## src/rtl/tdc_capture.sv

```systemverilog
// Delay-line readout: registers the sensor taps every clock, decodes each
// thermometer snapshot to a tap count, and on request summarises a burst.
module tdc_capture #(
  parameter int N_TAPS       = 16,
  parameter int LOG2_SAMPLES = 4,
  parameter int CODE_W       = $clog2(N_TAPS + 1)
) (
  input  logic              clk,
  input  logic              rst,
  input  logic [N_TAPS-1:0] taps,
  input  logic              start,
  input  logic              ack,
  output logic [CODE_W-1:0] code_now,
  output logic              busy,
  output logic              result_valid,
  output logic [CODE_W-1:0] avg,
  output logic [CODE_W-1:0] min_code,
  output logic [CODE_W-1:0] max_code,
  output logic [7:0]        bubble_cnt
);

  localparam int SUM_W = CODE_W + LOG2_SAMPLES;

  // Result handshake: result_valid stays high from the end of a burst until
  // the edge where ack is sampled high; results persist until the next burst.
  typedef enum logic [1:0] {IDLE, FILL, ACQ, DONE} state_e;

  state_e                  state_q;
  logic [N_TAPS-1:0]       taps_q;
  logic [CODE_W-1:0]       code_q;
  logic                    bub_q;
  logic [LOG2_SAMPLES-1:0] cnt_q;
  logic [SUM_W-1:0]        sum_q;
  logic [CODE_W-1:0]       min_q;
  logic [CODE_W-1:0]       max_q;
  logic [7:0]              bubbles_q;
  logic                    busy_q;
  logic                    valid_q;
  logic [CODE_W-1:0]       avg_q;
  logic [CODE_W-1:0]       min_code_q;
  logic [CODE_W-1:0]       max_code_q;
  logic [7:0]              bubble_cnt_q;

  logic [CODE_W-1:0] pop_d;
  logic              bubble_d;
  logic [SUM_W-1:0]  sum_d;
  logic [CODE_W-1:0] min_d;
  logic [CODE_W-1:0] max_d;
  logic [7:0]        bubbles_d;

  // A clean thermometer word plus one is a power of two, so the AND is zero.
  always_comb begin
    pop_d = '0;
    for (int i = 0; i < N_TAPS; i++) begin
      pop_d = pop_d + CODE_W'(taps_q[i]);
    end
    bubble_d = (taps_q & (taps_q + N_TAPS'(1))) != '0;
  end

  always_comb begin
    sum_d     = sum_q + SUM_W'(code_q);
    min_d     = (code_q < min_q) ? code_q : min_q;
    max_d     = (code_q > max_q) ? code_q : max_q;
    bubbles_d = (bub_q && bubbles_q != 8'hFF) ? bubbles_q + 8'd1 : bubbles_q;
  end

  always_ff @(posedge clk or posedge rst) begin
    if (rst) begin
      state_q      <= IDLE;
      taps_q       <= '0;
      code_q       <= '0;
      bub_q        <= 1'b0;
      cnt_q        <= '0;
      sum_q        <= '0;
      min_q        <= '0;
      max_q        <= '0;
      bubbles_q    <= '0;
      busy_q       <= 1'b0;
      valid_q      <= 1'b0;
      avg_q        <= '0;
      min_code_q   <= '0;
      max_code_q   <= '0;
      bubble_cnt_q <= '0;
    end else begin
      taps_q <= taps;
      code_q <= pop_d;
      bub_q  <= bubble_d;

      case (state_q)
        IDLE: begin
          if (start) begin
            state_q   <= FILL;
            busy_q    <= 1'b1;
            cnt_q     <= '0;
            sum_q     <= '0;
            min_q     <= '1;
            max_q     <= '0;
            bubbles_q <= '0;
          end
        end
        FILL: state_q <= ACQ;
        ACQ: begin
          sum_q     <= sum_d;
          min_q     <= min_d;
          max_q     <= max_d;
          bubbles_q <= bubbles_d;
          cnt_q     <= cnt_q + 1'b1;
          if (cnt_q == {LOG2_SAMPLES{1'b1}}) begin
            state_q      <= DONE;
            busy_q       <= 1'b0;
            valid_q      <= 1'b1;
            avg_q        <= sum_d[SUM_W-1:LOG2_SAMPLES];
            min_code_q   <= min_d;
            max_code_q   <= max_d;
            bubble_cnt_q <= bubbles_d;
          end
        end
        DONE: begin
          if (ack) begin
            state_q <= IDLE;
            valid_q <= 1'b0;
          end
        end
        default: state_q <= IDLE;
      endcase
    end
  end

  assign code_now     = code_q;
  assign busy         = busy_q;
  assign result_valid = valid_q;
  assign avg          = avg_q;
  assign min_code     = min_code_q;
  assign max_code     = max_code_q;
  assign bubble_cnt   = bubble_cnt_q;

endmodule

```

## config.mk

```make
export PLATFORM = sky130hd
export DESIGN_NAME = tdc_capture
export DESIGN_NICKNAME = d
export VERILOG_FILES = /design/src/rtl/tdc_capture.sv
export SDC_FILE = /design/constraint.sdc
export NUM_CORES = 1
export LEC_CHECK = 0
export CORE_UTILIZATION = 30
export CTS_CLUSTER_DIAMETER = 120
export DETAILED_ROUTE_END_ITERATION = 16
export PLACE_DENSITY = 0.54
export SLEW_MARGIN = 25
export SYNTH_ARGS = -nofsm -noshare
export SYNTH_HDL_FRONTEND = slang
export SYNTH_SLANG_ARGS = --single-unit
export TNS_END_PERCENT = 5
```

## constraint.sdc

```tcl
create_clock -name clk -period 3.25 [get_ports clk]
set_input_delay 0.65 -clock clk [delete_from_list [all_inputs] [get_ports clk]]
set_output_delay 0.65 -clock clk [all_outputs]
set_load 0.1 [all_outputs]
```

==> results of run 1 <==
metrics by stage:
stage / cell area, um^2 / hold slack (ns)
finish: 5653 / 0.4829
global route: 5653 / 0.5215
CTS: 5635 / 0.4919
detailed placement: 5323 / 0.4786
global placement: 5323 / 0.4685
floorplan: 4563 / 0.4538
report_power, final:
| part | switching, W | internal (W) |
|---|---|---|
| registers | 0.000289 | 0.00129 |
| logic | 0.00220 | 0.00108 |
| clock network | 0.000393 | 0.000654 |
| total | 0.00289 | 0.00303 |
worst paths after layout:
path | depth (start not counted) | slack (ns) | start | end
max | 10 | -0.04 | taps_q[11] | code_now[1]
min | 2 | 0.48 | bubble_cnt[4] | bubble_cnt[4]
max reg2reg | 10 | -0.04 | taps_q[11] | code_now[1]
min reg2reg | 2 | 0.48 | bubble_cnt[4] | bubble_cnt[4]
max in group asynchronous | 3 | 1.93 | rst | min_q[2]
min in group asynchronous | 2 | 0.67 | rst | taps_q[12]
layer usage:
| metal | track usage [%] | vias to the layer above |
|---|---|---|
| met1 | 18.62 | 1767 |
| met3 | 2.824 | 15 |
| met4 | 6.169 | 0 |
| li1 | - | 1789 |
| met5 | 0 | - |
| met2 | 24.19 | 43 |
cell families (layout without fill, tap and decap cells):
family,Yosys count,in the layout,share of synthesized area [%]
flip-flops,80,80,43.87
multiplexers,16,16,3.674
XOR/XNOR,9,9,1.727
adder cells (fa/ha/maj),38,38,12.23
AO/OA/AOI/OAI,131,131,20.48
AND/OR/NAND/NOR,116,116,12.59
buffers and inverters,65,138,5.429
timing repair:
action / in CTS / in global routing
cloned: 0 / 0
resized for setup: 4 / 6
endpoints found under the setup margin: 4 / 4
setup buffers: 0 / 1
pin swaps: 2 / 4
critical path, stage by stage, from the launching register on:
cell,delay [ns]
dfrtp_1,0.36
inv_2,0.05
fa_1,0.50
fa_1,0.53
fa_1,0.53
fa_1,0.43
inv_2,0.08
ha_4,0.13
inv_2,0.04
fa_2,0.52
inv_2,0.03
layout make-up:
cell class                 count  area, um^2  share of cell area [%]
inverter                      50       188.9                   3.342
clock inverter                 2       37.54                  0.6640
tap                          184       230.2                   4.073
timing repair buffer          73       595.6                   10.54
multi-input combinational    310        2328                   41.19
sequential                    80        2002                   35.41
clock buffer                  13       270.3                   4.781
cells in the final DEF (no fill, tap or decap), types with 5 or more instances in the layout:
cell | netlist | layout
inv_1 | 50 | 42
o21ai_0 | 35 | 35
dfrtp_1 | 80 | 80
nand2_1 | 39 | 39
o22ai_1 | 6 | 6
and4_1 | 6 | 6
a32o_1 | 6 | 6
o31ai_1 | 5 | 5
o221a_2 | 5 | 5
buf_4 | 0 | 54
mux2_2 | 6 | 6
clkdlybuf4s50_1 | 0 | 19
a31oi_1 | 14 | 14
a21oi_1 | 12 | 12
clkbuf_16 | 0 | 9
nor3_1 | 5 | 5
nand4_1 | 8 | 8
xnor2_1 | 5 | 5
inv_2 | 0 | 7
nor2_1 | 27 | 27
mux2i_1 | 10 | 10
o211ai_1 | 8 | 8
fa_1 | 11 | 10
nand3_1 | 9 | 9
ha_1 | 27 | 26
sequential cells by signal, indices dropped and copies added, names as in the netlist, 2 cells and up:
signal / flops
bubble_cnt: 8
max_code: 5
bubbles_q: 8
cnt_q: 4
taps_q: 16
avg: 5
max_q: 5
code_now: 5
sum_q: 9
min_code: 5
min_q: 5
state_q: 2
==> flow_metrics.tcl, run 1 <==
set metrics [dict create \
    status "finished, violations left" \
    violations "setup timing" \
    dpl_worst_slack_ns -0.1369 \
    die-area_um2 15710 \
    track_usage_pct 14.60 \
    gp_congestion 0.8099 \
    yosys.area.top_type_share_pct 43.87 \
    critical_path_arrival_ns 3.53 \
    post-route-min-period_ns 3.292 \
    synthTopCellsByArea "dfrtp_1 (44%), ha_1 (7.4%), fa_1 (4.8%), inv_1 (4.1%), o21ai_0 (3.8%)" \
    wl_met3_um 258 \
    maxSlewViolCount 0 \
    dpl.hpwl_mm 7.723 \
    p_leak_nw 2.526 \
    synthesis.nets 513 \
    wl_met2_mm 4.872 \
    clk_pin_slew_ns 0.05 \
    seq_area_frac_synth_pct 43.87 \
    drv_cap 0 \
    cts_tree "built" \
    wl_per_cell_um 14.68 \
    timing.fmax_mhz 303.8 \
    powerDensity_nw_per_um2 1047 \
    overflow 0 \
    yosysUniqueCellTypes 55 \
    hold_buffers 0 \
    cts_buffer_depth 2 \
    ys_seq_elements 80 \
    insertion_delay_ns 0.35 \
    syn_area_um2 4563 \
    synth_ff_type "dfrtp_1" \
    met1Wirelength_mm 5.122 \
    layout_setup_ws_ns -0.04184 \
    core_um2 14700 \
    viasPerCell 5.076 \
    synth_warnings 0 \
    cp_max_fo 2 \
    cts_made_buffers 9 \
    num_rows 44 \
    final_util_pct 38.46 \
    timing.setup.tns_ns -0.1020 \
    crit_path_start_kind "register" \
    worst_pin_slew_ns 0.7413 \
    synth.avg_cell_area_um2 10.03 \
    finClkSkew_ns 0.007064 \
    grt_pass1_vias 3685 \
    ant_nets 0 \
    port_buffers 49 \
    htreeDepth 3 \
    slew_headroom_pct 50.16 \
    ios 50 \
    areaGrowthSynthToFinish_pct 23.88 \
    hold_violations 0 \
    crit_required_ns 3.49 \
    rsz0062_at_grt "yes" \
    synth_edf_count 0 \
    cts_sinks 80 \
    start_util_pct 31.04 \
    nets 582 \
    die_w_um 125.3 \
    ir_drop_v 0.0004194 \
    synth_top_cells_by_count "dfrtp_1 (80), inv_1 (50), nand2_1 (39)" \
    synthCells 455 \
    hold_path.class "reg -> reg" \
    yosysMostFrequentCell "dfrtp_1" \
    antennaDiodeCount 0 \
    dr.max_layer_used "met4" \
    wl_mm 10.45 \
    path_class "reg -> reg" \
    cp-end-kind "register" \
    placedCellCount 696 \
    cts_root_buffer "clkbuf_16" \
    async_flop_share_pct 100.0 \
    dieHeight_um 125.3 \
    fin_total_pwr_w 0.005918 \
    drtIter0Drc 219 \
    drc_errors 0 \
    layout-drive-gt1-share_pct 18.18 \
    fin_crit_sh_pct 101.3 \
    synth_area_leader_cell "dfrtp_1" \
    vias 3614 \
    antenna_found_initial 0 \
    final-setup-viol-count 3 \
    grt_pass1_wl_mm 18.24 \
    grt_max_degree 34 \
    num-fill-cells 1441 \
    finalNonFillerCells 712 \
    drtPass1Iterations 8 \
]
No activity file was read; power rests on OpenSTA's default activity.
==> run 2: changes to the inputs <==
--- a/config.mk
+++ b/config.mk
@@ -8,6 +8,7 @@
 export CORE_UTILIZATION = 30
 export CTS_CLUSTER_DIAMETER = 120
 export DETAILED_ROUTE_END_ITERATION = 16
+export HOLD_SLACK_MARGIN = 0.05
 export PLACE_DENSITY = 0.54
 export SLEW_MARGIN = 25
 export SYNTH_ARGS = -nofsm -noshare
==> results of run 2 <==
Same layout as run 1: the final DEF is identical, and so are final timing and power.
